==> src/rtl/fp_div.sv <==
// Sequential FP32 divider: restoring mantissa division, one quotient bit per clock,
// followed by a single normalise/exponent cycle. Fixed 26-edge latency for all operands.
module fp_div #(
   parameter logic [7:0] BIAS = 8'd127
) (
   input  logic        clk,
   input  logic        rst_n,
   input  logic        start,
   input  logic [31:0] a,
   input  logic [31:0] b,
   output logic [31:0] out,
   output logic        done,
   output logic        busy,
   output logic        div_by_zero
);

   typedef enum logic [1:0] {StIdle, StCalc, StNorm} state_e;

   state_e      state_q, state_d;
   logic [4:0]  cnt_q;
   logic [24:0] r_q;
   logic [23:0] d_q;
   logic [24:0] q_q;
   logic        sign_q, za_q, zb_q;
   logic [7:0]  a_exp_q, b_exp_q;
   logic [31:0] out_q;
   logic        done_q, dbz_q;

   logic        accept;
   logic        ge;
   logic [24:0] r_sub;
   logic [24:0] r_next;
   logic [9:0]  e_raw;
   logic signed [9:0] e;
   logic [22:0] mant;
   logic [31:0] result;
   logic        result_dbz;

   assign accept = (state_q == StIdle) && start;

   // Restoring step: subtract divisor when it fits, then shift the remainder left.
   always_comb begin
      ge     = (r_q >= {1'b0, d_q});
      r_sub  = ge ? (r_q - {1'b0, d_q}) : r_q;
      r_next = {r_sub[23:0], 1'b0};
   end

   // Normalise the quotient, form the biased exponent and select the final result.
   always_comb begin
      e_raw      = {2'b00, a_exp_q} - {2'b00, b_exp_q} + {2'b00, BIAS} - {9'd0, ~q_q[24]};
      e          = $signed(e_raw);
      mant       = q_q[24] ? q_q[23:1] : q_q[22:0];
      result_dbz = 1'b0;
      if (zb_q) begin
         result     = {sign_q, 8'hFF, 23'h0};
         result_dbz = 1'b1;
      end else if (za_q) begin
         result = {sign_q, 31'h0};
      end else if (e >= 10'sd255) begin
         result = {sign_q, 8'hFF, 23'h0};
      end else if (e <= 10'sd0) begin
         result = {sign_q, 31'h0};
      end else begin
         result = {sign_q, e[7:0], mant};
      end
   end

   // Next-state logic.
   always_comb begin
      state_d = state_q;
      unique case (state_q)
         StIdle:  if (start) state_d = StCalc;
         StCalc:  if (cnt_q == 5'd24) state_d = StNorm;
         StNorm:  state_d = StIdle;
         default: state_d = StIdle;
      endcase
   end

   // State register.
   always_ff @(posedge clk or negedge rst_n) begin
      if (!rst_n) state_q <= StIdle;
      else        state_q <= state_d;
   end

   // Datapath: operand capture, iterations and result register.
   always_ff @(posedge clk or negedge rst_n) begin
      if (!rst_n) begin
         cnt_q   <= '0;
         r_q     <= '0;
         d_q     <= '0;
         q_q     <= '0;
         sign_q  <= 1'b0;
         za_q    <= 1'b0;
         zb_q    <= 1'b0;
         a_exp_q <= '0;
         b_exp_q <= '0;
         out_q   <= '0;
         done_q  <= 1'b0;
         dbz_q   <= 1'b0;
      end else begin
         done_q <= 1'b0;
         if (accept) begin
            cnt_q   <= '0;
            r_q     <= {2'b01, a[22:0]};
            d_q     <= {1'b1, b[22:0]};
            q_q     <= '0;
            sign_q  <= a[31] ^ b[31];
            za_q    <= (a[30:23] == 8'h00);
            zb_q    <= (b[30:23] == 8'h00);
            a_exp_q <= a[30:23];
            b_exp_q <= b[30:23];
         end else if (state_q == StCalc) begin
            cnt_q <= cnt_q + 5'd1;
            r_q   <= r_next;
            q_q   <= {q_q[23:0], ge};
         end else if (state_q == StNorm) begin
            out_q  <= result;
            dbz_q  <= result_dbz;
            done_q <= 1'b1;
         end
      end
   end

   assign out         = out_q;
   assign done        = done_q;
   assign div_by_zero = dbz_q;
   assign busy        = (state_q != StIdle);

endmodule

==> config.mk <==
export PLATFORM = sky130hd
export DESIGN_NAME = fp_div
export DESIGN_NICKNAME = d
export VERILOG_FILES = /design/src/rtl/fp_div.sv
export SDC_FILE = /design/constraint.sdc
export NUM_CORES = 1
export LEC_CHECK = 0
export ABC_AREA = 1
export CAP_MARGIN = 20
export CORE_MARGIN = 2
export CORE_UTILIZATION = 52
export DETAILED_ROUTE_END_ITERATION = 7
export GPL_TIMING_DRIVEN = 0
export PLACE_DENSITY = 0.76
export SLEW_MARGIN = 30
export SYNTH_ARGS = -nofsm -noshare
export SYNTH_HDL_FRONTEND = slang
export SYNTH_SLANG_ARGS = --single-unit
==> constraint.sdc <==
create_clock -name clk -period 3.3 [get_ports clk]
set_input_delay 0.66 -clock clk [delete_from_list [all_inputs] [get_ports clk]]
set_output_delay 0.66 -clock clk [all_outputs]
set_load 0.01 [all_outputs]
Yosys cells after proc, flatten, opt, wreduce, memory -nomap -nowiden. Cells that the tools add are included. Widths: inputs -> output; s select.

Add/sub/neg operators: 5. Magnitude comparators: 3. Eq/ne operators: 5. Muxes and demuxes: 19. Bitwise gates (word level): 4. Reductions and logical operators: 8.

Operator list (count): $mux 31 (4); $mux 25 (4); $ge 25x24->1 (1); $mux 24 (1); $sub 24x24->24 (1); $mux 23 (1); $logic_not 8->1 (2); $add 9x8->10 const B (1); $ge 10x9->1 const B (1); $le 10x1->1 const B (1); $mux 5 (2); $sub 10x1->10 (1); $sub 8x8->9 (1); $add 5x1->5 const B (1); $eq 5x5->1 const B (1); $mux 1 (4); $mux 2 (2); $ne 2x2->1 const B (2); $pmux 2 s2 (1); $reduce_bool 2->1 (2); $not 1->1 (3); $reduce_and 3->1 (1); $eq 2x1->1 const B (1); $eq 2x2->1 const B (1); other kinds (4) (4).

Bits in registers: 134. Output and inout bits: 35. Word-level logic and storage cells: 57.

Longest topological paths before layout. Gate-level depths: netlist of the first run.

Depth in word-level cells: 8. Gate-level depth with buffers: 27.

Least setup slack after synthesis of the first run. OpenSTA, ideal clock, no wires.

Path kind: register to register. Start: register a_exp_q[0]. End: register out_q[23] (netlist: out[23]). Setup time: 116 ps. Arrival time: 3006 ps. Setup slack: 177 ps. Cell stages (with the launch flop): 22. Buffers on the path: 1. Period minus slack after synthesis: 3123 ps. Cell sequence: dfrtp_1 > inv_1 > ha_1 > inv_1 > fa_1 > nand3_1 > nand3_1 > a31o_2 > xor2_1 > inv_1 > ha_1 > nand2_1 > inv_1 > nand3_1 > nand3_1 > nand2_1 > nand3b_2 > nand2_1 > buf_4 > nand2_1 > nand2_1 > nand2_1.

Word-level cells in the longest chain between the ends: 8. Elaborated cells on any way between the ends: 9.

RTL lines: from (decl) (line 25) `logic [7:0] a_exp_q, b_exp_q;`; from (signal assigned) (line 110) `a_exp_q <= a[30:23];`; $sub 8x8->9 * (line 50) `e_raw = {2'b00, a_exp_q} - {2'b00, b_exp_q} + {2'b00, BIAS} - {9'd0, ~q_q[24]};`; $add 9x8->10 * (line 50); $sub 10x1->10 * (line 50); $le 10x1->1 (line 61) `end else if (e <= 10'sd0) begin`; $mux 31 (line 61); $mux 31 * (line 59) `end else if (e >= 10'sd255) begin`; $mux 31 * (line 57) `end else if (za_q) begin`; $mux 31 * (line 54) `if (zb_q) begin`; to (signal assigned) (line 117) `out_q <= result;`; to (decl) (line 26) `logic [31:0] out_q;`.

Mark *: on every way between the ends. The rest lies on a longest branch, timed or not. A chain may end at the register's enable or synchronous reset.

Final worst setup path of the first run.
Start: register a_exp_q[0]. End: register out_q[18] (netlist: out[18]).

Same word-level chain as after synthesis.

==> impl_metrics.env, run 1 <==
export IMPL_run_status="complete, no violations"
export IMPL_r2r_start="a_exp_q[0]"
export IMPL_cts_htree_levels=4
export IMPL_drtIter0Drc=608
export IMPL_syn_inst=1249
export IMPL_clockRootBuffer="clkbuf_16"
export IMPL_postSynthAreaPerCell_um2=7.00
export IMPL_ios=102
export IMPL_cpMaxStageDelayCell="dfrtp_1"
export IMPL_maxCapViolCount=0
export IMPL_synth_edf_count=0
export IMPL_place_congestion=0.971
export IMPL_r2r_end="out[18]"
export IMPL_synth_area_um2=8740
export IMPL_endpoint_kind="register"
export IMPL_totalWireLength_um=26100
export IMPL_required_ns=3.63
export IMPL_grt_max_degree=91
export IMPL_grt_usage_pct=29.0
export IMPL_crit_path_start="a_exp_q[0]"
export IMPL_r2r_worst_path_cells=24
export IMPL_insertedDiodeCount=0
export IMPL_hold_path_class="in -> async"
export IMPL_core_area_um2=16500
export IMPL_fin_ws_ns=0.0112
export IMPL_ys_ff_latch=134
export IMPL_crit_chain="inv_2, ha_4, inv_2, fa_2, nand3_2, nand3_4, a31o_4, xor2_2, inv_1, ha_4, buf_4, nand2_4, inv_2, nand2_2, nand2_2, a21oi_2, nand2_1, nand2_2, nand3_4, nand2_4, inv_8, buf_6, nand3_2, nand2_1"
export IMPL_overflow=0
export IMPL_critical_path_class="reg -> reg"
export IMPL_dp_hpwl_um=18000
export IMPL_antenna_found_initial=0
export IMPL_period_needed_ns=3.29
export IMPL_io_buffer_count=101
export IMPL_vias=8671
export IMPL_die_area_um2=17900
export IMPL_setup_viol=0
export IMPL_synth_seq_area_share_pct=38.4
export IMPL_cts_sinks=134
export IMPL_final_nets=1504
export IMPL_cts_tree="done"
export IMPL_clock_latency_ns=0.44
export IMPL_drt_pass1_iter_count=5
export IMPL_regToRegSetupSlack_ns=0.01
export IMPL_grt_pass1_wl_um=40800
export IMPL_place_ws_ns=-0.326
export IMPL_start_util_pct=52.9
export IMPL_period_share_pct=99.7
export IMPL_synthFlopType="dfrtp_1"
export IMPL_async_flop_share_pct=100
export IMPL_synth_nets=1361
export IMPL_grt_pass1_vias=8352
export IMPL_critPathLaunchType="register"
export IMPL_rows=47
export IMPL_maxClockFrequency_mhz=304
export IMPL_finClkSkew_ns=0.0136
export IMPL_rsz0062_at_grt="yes"
export IMPL_crit_path_max_incr_delay_ns=0.37
export IMPL_path_buf_inv=7
export IMPL_die_w_um=134
export IMPL_synth_warnings=0
export IMPL_cts_made_buffers=17
export IMPL_drive_gt1_share_pct=12.8
export IMPL_hold_buffers=0
export IMPL_wl_per_cell_um=16.0
export IMPL_path_delay_family="simple AND/OR/NAND/NOR gates"
export IMPL_postLayoutCoreUtil_pct=67.7
export IMPL_route_detailed_drc=0
export IMPL_slew_viol_final=0
export IMPL_worst_pin_slew_ns=0.818
export IMPL_clkSlewWorstSetupHoldPaths_ns=0.07
export IMPL_syn_to_final_growth_pct=27.9
export IMPL_ctsLongestPathBuffers=2
export IMPL_relSlewSlack_pct=45.5
export IMPL_ant_nets=0
export IMPL_via_per_inst=5.34
export IMPL_cp_max_fo=7
export IMPL_die_h_um=134
export IMPL_arrival_ns=3.62
export IMPL_ys_types=38
export IMPL_final_hold_viol_count=0
[state kept, by name (all words and copies together) (netlist names)]
name and count:
out 32, state_q 2, cnt_q 5, sign_q 1
d_q 24, done 1, b_exp_q 8, div_by_zero 1
r_q 25, za_q 1, zb_q 1, a_exp_q 8
q_q 25
[per-stage QoR]
| step | instances | setup TNS (ns) | hold WS [ns] | instance area [um^2] |
|---|---|---|---|---|
| floorplan | 1249 | 0 | 0.364 | 8740 |
| global placement | 1570 | -494.94 | 0.455 | 10000 |
| detailed placement | 1571 | -8.03 | 0.458 | 10100 |
| CTS | 1605 | 0 | 0.115 | 10700 |
| global route | 1625 | -3.09 | 0.128 | 11200 |
| finish | 1625 | 0 | 0.0911 | 11200 |
[cells in the mapped netlist (7+ instances only)]
master | instances | share of area (%)
nand4_1 | 40 | 2.9
o22ai_1 | 24 | 1.7
xor2_1 | 8 | 0.80
o21ai_0 | 55 | 3.1
nand2_1 | 417 | 18
ha_1 | 42 | 6.0
nand3_2 | 9 | 1.0
nor2_2 | 7 | 0.50
dfrtp_1 | 134 | 38
inv_2 | 10 | 0.43
clkbuf_1 | 28 | 1.2
a21oi_1 | 48 | 2.7
inv_1 | 180 | 7.7
nor2_1 | 91 | 3.9
buf_2 | 8 | 0.46
nand3_1 | 92 | 5.3
[cells in the final DEF, fill, tap and decap left out, types with 4 or more instances in the layout]
master | netlist | final
nand3_1 | 92 | 72
ha_4 | 0 | 4
nor2_1 | 91 | 89
xor2_1 | 8 | 6
nand3_4 | 2 | 4
nor2_2 | 7 | 8
buf_2 | 8 | 8
o21bai_1 | 6 | 6
clkdlybuf4s50_1 | 0 | 100
xnor2_1 | 6 | 6
a21oi_1 | 48 | 43
dfrtp_1 | 134 | 133
inv_2 | 10 | 14
a21oi_2 | 5 | 10
nand4_1 | 40 | 40
nand2_1 | 417 | 400
ha_1 | 42 | 37
inv_1 | 180 | 175
nand2_2 | 6 | 19
inv_6 | 0 | 7
o22ai_1 | 24 | 24
nand2_4 | 0 | 4
nand3_2 | 9 | 27
o21ai_0 | 55 | 55
buf_6 | 5 | 8
clkbuf_1 | 28 | 28
buf_4 | 3 | 18
clkbuf_16 | 0 | 19
[logic make-up after synthesis]
family	synth area share [%]
compound gates	9.33
xor+xnor	1.40
fa+ha+maj	6.70
buf+inv	10.8
flops	38.4
simple gates	33.4
[timing repair]
item / 4_1_cts / 5_1_grt
setup buffers: 2 / 15
setup endpoints to repair: 30 / 30
hold endpoints to repair: 0 / 0
pin swaps: 0 / 25
gates cloned: 0 / 5
resized for setup: 10 / 73
[cell type report]
class / instances / area [um^2]
Inverter: 190 / 721
Buffer: 45 / 248
Multi-Input combinational cell: 880 / 4740
Tap cell: 220 / 275
Clock inverter: 15 / 159
Sequential cell: 134 / 3350
Timing Repair Buffer: 124 / 1250
Clock buffer: 17 / 425
Fill cell: 1424 / 5340
[worst register-to-register path, cell delays in order (launching register included)]
cell and delay, ns:
dfrtp_1 0.37, inv_2 0.09, ha_4 0.13, inv_2 0.04
fa_2 0.37, nand3_2 0.09, nand3_4 0.08, a31o_4 0.24
xor2_2 0.14, inv_1 0.09, ha_4 0.24, buf_4 0.15
nand2_4 0.08, inv_2 0.04, nand2_2 0.07, nand2_2 0.06
a21oi_2 0.12, nand2_1 0.09, nand2_2 0.12, nand3_4 0.13
nand2_4 0.12, inv_8 0.06, buf_6 0.13, nand3_2 0.08
nand2_1 0.06
[metal layers]
| metal | part of all wire, % | global-route usage (%) |
|---|---|---|
| met5 | 0 | 0 |
| met4 | 3.3 | 11.6 |
| met3 | 5.0 | 4.07 |
| met2 | 51 | 50.7 |
| met1 | 41 | 36.3 |
[worst max-delay path by stage]
stage,endpoint,slack (ns),cells after the start
floorplan,out[23],0.18,21
detailed placement,out[28],-0.33,21
global placement,r_q[12],-3.66,1
finish,out[18],0.01,24
global route,out[23],-0.14,23
CTS,out[4],0.009,23
Power of run 1 is left out: the tool's default activity adds up to more than one toggle a clock period on the data nets, which glitch-free logic cannot reach.
==> run 2: changes to the inputs <==
==> config.mk (replaced) <==
export PLATFORM = sky130hd
export DESIGN_NAME = fp_div
export DESIGN_NICKNAME = d
export VERILOG_FILES = /design/src/rtl/fp_div.sv
export SDC_FILE = /design/constraint.sdc
export NUM_CORES = 1
export LEC_CHECK = 0
export CAP_MARGIN = 30
export CORE_UTILIZATION = 50
export DETAILED_ROUTE_END_ITERATION = 7
export GPL_TIMING_DRIVEN = 0
export PLACE_DENSITY = 0.74
export SLEW_MARGIN = 30
export SYNTH_ARGS = -nofsm -noshare
export SYNTH_HDL_FRONTEND = slang
export SYNTH_SLANG_ARGS = --single-unit
==> run 2 against run 1 <==
  * The run now ends with negative setup slack left
  * Non-clock buffer count fell by 11
  * Sequential share of layout area increased by 3.8 points
  * Worst setup slack got worse by 0.46 ns
  * Final area down 11%
  * Clock skew decreased by 0.0065 ns
  * Via count down 23%
  * Largest cell class unchanged
  * Fmax is 12% lower
  * Clock-buffer cell count rose by 5
  * Wire length decreased by 23%
==> impl_metrics.env, run 2 <==
export IMPL_cts_tree="done"
export IMPL_vias=6714
export IMPL_hold_buffers=0
export IMPL_synth_warnings=0
export IMPL_violations="negative setup slack"
export IMPL_async_flop_share_pct=100
export IMPL_syn_inst=858
export IMPL_cts_sinks=134
export IMPL_place_congestion=0.869
export IMPL_fin_ws_ns=-0.453
export IMPL_grt_usage_pct=26.1
export IMPL_maxClockFrequency_mhz=266
export IMPL_synth_largest_area_cell="dfrtp_1"
export IMPL_grt_pass1_wl_um=32300
export IMPL_cpMaxStageDelayCell="dfrtp_1"
export IMPL_required_ns=3.65
export IMPL_arrival_ns=4.10
export IMPL_endpoint_kind="register"
export IMPL_totalWireLength_um=20000
export IMPL_rsz0062_at_grt="yes"
export IMPL_finClkSkew_ns=0.00715
export IMPL_insertedDiodeCount=0
export IMPL_postLayoutCoreUtil_pct=67.2
export IMPL_overflow=0
export IMPL_cts_htree_levels=4
export IMPL_final_cell_mix="176 x nand2_1, 134 x dfrtp_1, 100 x clkdlybuf4s50_1"
export IMPL_clockRootBuffer="clkbuf_16"
export IMPL_ys_types=62
export IMPL_setup_viol=30
export IMPL_synthFlopType="dfrtp_1"
export IMPL_clkSlewWorstSetupHoldPaths_ns=0.06
export IMPL_synth_area_um2=7660
export IMPL_largest_register_ffs=32
export IMPL_critPathLaunchType="register"
export IMPL_period_needed_ns=3.75
export IMPL_crit_chain="inv_2, ha_4, inv_2, fa_2, a21oi_2, nor2b_2, a311oi_2, xor2_1, ha_1, nor3b_4, a221oi_2, o311ai_2, nand4_1, a211oi_2, a211oi_2, buf_4, nand4b_4, buf_4, o21ai_1"
export IMPL_cts_made_buffers=17
export IMPL_drt_pass1_iter_count=5
export IMPL_ant_nets=0
export IMPL_clock_latency_ns=0.43
export IMPL_die_h_um=126
export IMPL_run_status="finished with violations"
export IMPL_die_area_um2=15800
export IMPL_dp_hpwl_um=14100
export IMPL_wl_per_cell_um=16.8
export IMPL_synth_top_cells_by_area="dfrtp_1 44%, nand2_1 8.6%, ha_1 6.9%, mux2i_1 5.1%, o21ai_0 4.8%"
export IMPL_via_per_inst=5.64
export IMPL_synth_most_common_cell="nand2_1"
export IMPL_rows=44
export IMPL_cp_max_fo=6
export IMPL_critical_path_class="reg -> reg"
export IMPL_antenna_found_initial=0
export IMPL_synth_nets=970
export IMPL_synth_seq_area_share_pct=43.8
export IMPL_grt_max_degree=70
export IMPL_layout_commonest_cell="nand2_1"
export IMPL_drive_gt1_share_pct=9.83
export IMPL_grt_pass1_vias=6343
export IMPL_ios=102
export IMPL_io_buffer_count=101
export IMPL_postSynthAreaPerCell_um2=8.92
export IMPL_ys_ff_latch=134
export IMPL_period_share_pct=114
export IMPL_start_util_pct=51.9
export IMPL_relSlewSlack_pct=51.9
export IMPL_hold_path_class="in -> async"
export IMPL_ctsLongestPathBuffers=2
export IMPL_maxCapViolCount=0
export IMPL_synth_top_area_share_pct=43.8
export IMPL_route_detailed_drc=0
export IMPL_worst_pin_slew_ns=0.719
export IMPL_core_area_um2=14800
export IMPL_synth_common_cells="176 x nand2_1, 134 x dfrtp_1, 73 x o21ai_0"
export IMPL_syn_to_final_growth_pct=29.4
export IMPL_crit_path_max_incr_delay_ns=0.37
export IMPL_die_w_um=126
export IMPL_slew_viol_final=0
export IMPL_final_hold_viol_count=0
export IMPL_synth_edf_count=0
export IMPL_final_nets=1106
export IMPL_drtIter0Drc=576
==> run 2: cell count changes in the layout (fill, tap and decap cells not counted), sizes merged, moves of 12 or more <==
| cell | delta |
|---|---|
| o22ai | -20 |
| mux2i | +39 |
| o21ai | +53 |
| inv | -145 |
| nand2 | -247 |
| nor2 | -64 |
| a21oi | -18 |
| nand4 | -36 |
| a211oi | +12 |
| nand3 | -90 |
==> run 2: worst max-delay path, delay by kind of cell, from the launching register on <==
family / cells / cell delay [ns]
AO/OA/AOI/OAI: 7 / 1.20
XOR/XNOR: 1 / 0.25
adder cells (fa/ha/maj): 3 / 0.80
buffers and inverters: 4 / 0.49
flip-flops: 1 / 0.37
AND/OR/NAND/NOR: 4 / 0.58
==> run 2: layer usage <==
metal	wire length [um]	up-vias	global-route usage [%]	share of wire, %
met5	0	-	0	0
met1	8930	3185	35.0	45
met2	9630	215	43.0	48
met3	1110	34	5.10	5.6
met4	348	0	7.94	1.7
li1	-	3280	-	-
==> run 2: layout make-up <==
| cell class | instances | area [um^2] |
|---|---|---|
| well taps | 184 | 230 |
| inverters | 52 | 195 |
| flip-flops and latches | 134 | 3350 |
| fillers | 1210 | 4840 |
| multi-input cells | 631 | 4190 |
| clock inverters | 10 | 145 |
| plain buffers | 41 | 175 |
| repair buffers | 117 | 1160 |
| clock buffers | 22 | 464 |
==> run 2: path summary, 6_finish.rpt <==
path	startpoint	slack [ns]	endpoint	depth (start not counted)
worst min register to register	d_q[23]	0.48	d_q[23]	2
min in group clk	d_q[23]	0.48	d_q[23]	2
worst max register to register	a_exp_q[0]	-0.45	out[3]	19
worst min-delay path	rst_n	0.18	out[27]	1
max in group asynchronous	rst_n	2.40	r_q[12]	2
worst max-delay path	a_exp_q[0]	-0.45	out[3]	19
==> run 2: stage by stage <==
| stage | cells | TNS (ns) | hold WS, ns | setup WS, ns | area [um^2] |
|---|---|---|---|---|---|
| global placement | 1143 | -521.06 | 0.444 | -3.80 | 9000 |
| finish | 1191 | -11.39 | 0.176 | -0.453 | 9910 |
| detailed placement | 1144 | -14.54 | 0.447 | -0.521 | 9030 |
| CTS | 1188 | -9.17 | 0.196 | -0.327 | 9810 |
| floorplan | 858 | -1.88 | 0.364 | -0.0831 | 7760 |
| global route | 1191 | -16.42 | 0.212 | -0.584 | 9910 |
==> run 2: logic make-up (layout without fill, tap and decap cells) <==
group | Yosys count | after routing | synth area share [%]
buffers and inverters | 93 | 242 | 4.64
multiplexers | 39 | 39 | 5.10
XOR/XNOR | 29 | 29 | 3.32
flip-flops | 134 | 134 | 43.8
AO/OA/AOI/OAI | 235 | 235 | 19.3
adder cells (fa/ha/maj) | 45 | 45 | 7.65
AND/OR/NAND/NOR | 283 | 283 | 16.2
==> run 2: timing repair <==
item	4_1_cts	5_1_grt
buffers inserted	11	2
hold endpoints to repair	0	0
gates cloned	1	1
endpoints found under the setup margin	30	45
gates resized for setup	15	19
pin swaps	4	3
Power of run 2 is left out for the same reason.
==> run 3: changes to the inputs <==
--- a/config.mk
+++ b/config.mk
@@ -5,7 +5,9 @@
 export SDC_FILE = /design/constraint.sdc
 export NUM_CORES = 1
 export LEC_CHECK = 0
+export ABC_AREA = 0
 export CAP_MARGIN = 30
+export CORE_MARGIN = 2
 export CORE_UTILIZATION = 50
 export DETAILED_ROUTE_END_ITERATION = 7
 export GPL_TIMING_DRIVEN = 0
==> run 3 against run 2 <==
  * The flow still finishes with violations (negative setup slack)
  * Sequential share of layout area shrank 0.27 points
  * Largest cell class unchanged
  * Worst setup slack lost 0.079 ns
  * Clock skew grew 0.0023 ns
==> impl_metrics.env, run 3 (synthesis results as in run 2) <==
export IMPL_clock_latency_ns=0.43
export IMPL_worst_pin_slew_ns=0.832
export IMPL_grt_pass1_wl_um=32700
export IMPL_antenna_found_initial=0
export IMPL_violations="negative setup slack"
export IMPL_regToRegSetupSlack_ns=-0.53
export IMPL_rsz0062_at_grt="yes"
export IMPL_crit_path_max_incr_delay_ns=0.39
export IMPL_r2r_start="a_exp_q[0]"
export IMPL_path_delay_family="buffers and inverters"
export IMPL_grt_busiest_layer="met2"
export IMPL_ctsLongestPathBuffers=2
export IMPL_cts_made_buffers=17
export IMPL_grt_usage_pct=25.5
export IMPL_syn_to_final_growth_pct=30.5
export IMPL_rows=45
export IMPL_ant_nets=0
export IMPL_start_util_pct=50.7
export IMPL_clkSlewWorstSetupHoldPaths_ns=0.06
export IMPL_layout_commonest_cell="nand2_1"
export IMPL_drive_gt1_share_pct=11.0
export IMPL_vias=6817
export IMPL_cp_max_fo=7
export IMPL_wl_per_cell_um=16.9
export IMPL_crit_top_cell="buf_4"
export IMPL_required_ns=3.64
export IMPL_crit_path_start="a_exp_q[0]"
export IMPL_clockRootBuffer="clkbuf_16"
export IMPL_grt_pass1_vias=6552
export IMPL_gr_usage_met2_pct=42.5
export IMPL_use_met3_pct=4.13
export IMPL_run_status="finished with violations"
export IMPL_place_congestion=0.888
export IMPL_r2r_worst_path_cells=22
export IMPL_drtIter0Drc=527
export IMPL_post_dp_cell_area_um2=9040
export IMPL_die_w_um=128
export IMPL_cts_tree="done"
export IMPL_largest_register_ffs=32
export IMPL_drt_pass1_iter_count=5
export IMPL_dp_hpwl_um=14200
export IMPL_hold_path_class="in -> async"
export IMPL_period_needed_ns=3.83
export IMPL_fillers=1216
export IMPL_crit_chain="inv_2, ha_4, inv_4, fa_2, a21oi_2, nor2b_2, a311oi_2, xor2_1, buf_4, buf_4, buf_4, buf_4, inv_1, ha_4, buf_4, a31oi_4, nor2_1, a211oi_2, buf_4, nand4b_4, buf_6, o21ai_1"
export IMPL_final_hold_viol_count=0
export IMPL_io_buffer_count=101
export IMPL_die_area_um2=16300
export IMPL_core_area_um2=15100
export IMPL_critical_path_class="reg -> reg"
export IMPL_critPathCapture="out[18]"
export IMPL_die_h_um=128
export IMPL_cp_depth=22
export IMPL_final_cell_mix="176 x nand2_1, 134 x dfrtp_1, 100 x clkdlybuf4s50_1"
export IMPL_setup_viol=31
export IMPL_slew_viol_final=0
export IMPL_period_share_pct=116
export IMPL_final_nets=1109
export IMPL_insertedDiodeCount=0
export IMPL_r2r_end="out[18]"
export IMPL_grt_max_degree=75
export IMPL_ios=102
export IMPL_finClkSkew_ns=0.00946
export IMPL_relSlewSlack_pct=44.3
export IMPL_endpoint_kind="register"
export IMPL_critPathLaunchType="register"
export IMPL_hold_buffers=0
export IMPL_grt_util_met1_pct=33.8
export IMPL_cts_htree_levels=4
export IMPL_overflow=0
export IMPL_totalWireLength_um=20200
export IMPL_cts_sinks=134
export IMPL_via_per_inst=5.69
export IMPL_cpMaxStageDelayCell="fa_2"
export IMPL_path_buf_inv=10
export IMPL_fin_area_um2=9990
export IMPL_maxCapViolCount=0
export IMPL_route_detailed_drc=0
export IMPL_fin_ws_ns=-0.532
export IMPL_arrival_ns=4.18
export IMPL_maxClockFrequency_mhz=261
export IMPL_holdWs_ns=0.163
-- run 3: cell count changes in the layout (fill, tap and decap cells not counted), moves of 2 or more --
cell / previous run / this run
buf_6: 2 / 4
o21ai_1: 23 / 19
o21ai_2: 12 / 16
ha_1: 38 / 36
-- run 3: cell type report --
type	count	area (um^2)	area share, %
clock inverter	10	145	1.45
timing repair buffer	120	1190	11.9
tap	188	235	2.35
multi-input combinational	631	4220	42.3
inverter	52	198	1.98
buffer	41	175	1.75
clock buffer	22	474	4.75
sequential	134	3350	33.6
-- run 3: worst reg2reg max path, cell delays in order, from the launching register on --
cell and delay [ns]:
dfrtp_1 0.36, inv_2 0.07, ha_4 0.14, inv_4 0.04, fa_2 0.39, a21oi_2 0.15, nor2b_2 0.07, a311oi_2 0.27
xor2_1 0.14, buf_4 0.15, buf_4 0.12, buf_4 0.12, buf_4 0.12, inv_1 0.08, ha_4 0.21, buf_4 0.14
a31oi_4 0.19, nor2_1 0.07, a211oi_2 0.25, buf_4 0.16, nand4b_4 0.19, buf_6 0.20, o21ai_1 0.13
-- run 3: worst min-delay path by stage --
stage / from / to / slack [ns] / depth (start not counted)
3_3_place_gp: d_q[23] / d_q[23] / 0.43 / 2
5_1_grt: rst_n / out[25] / 0.19 / 1
4_1_cts: rst_n / out[25] / 0.18 / 1
6_report: rst_n / out[25] / 0.16 / 1
2_1_floorplan: rst_n / a_exp_q[0] / 0.36 / 0
3_5_place_dp: d_q[23] / d_q[23] / 0.44 / 2
-- run 3: what timing repair did --
action | in CTS | in global routing
cloned | 2 | 0
pin swaps | 19 | 15
endpoints found under the setup margin | 30 | 47
resized for setup | 26 | 19
setup buffers | 13 | 3
-- run 3: metal layers --
layer,wire [um],part of all wire (%)
met5,0,0
met4,404,2.0
met3,1100,5.4
met2,9820,49
met1,8910,44
-- run 3: metrics by stage --
| stage | worst slack [ns] | setup TNS (ns) | cells | util (%) |
|---|---|---|---|---|
| global placement | -3.79 | -520.12 | 1147 | 59.7 |
| detailed placement | -0.586 | -15.47 | 1148 | 59.9 |
| finish | -0.532 | -14.95 | 1198 | 66.2 |
| CTS | -0.457 | -12.37 | 1195 | 65.5 |
| floorplan | -0.0831 | -1.88 | 858 | - |
| global route | -0.705 | -20.34 | 1198 | 66.2 |
Power of run 3 is left out for the same reason.
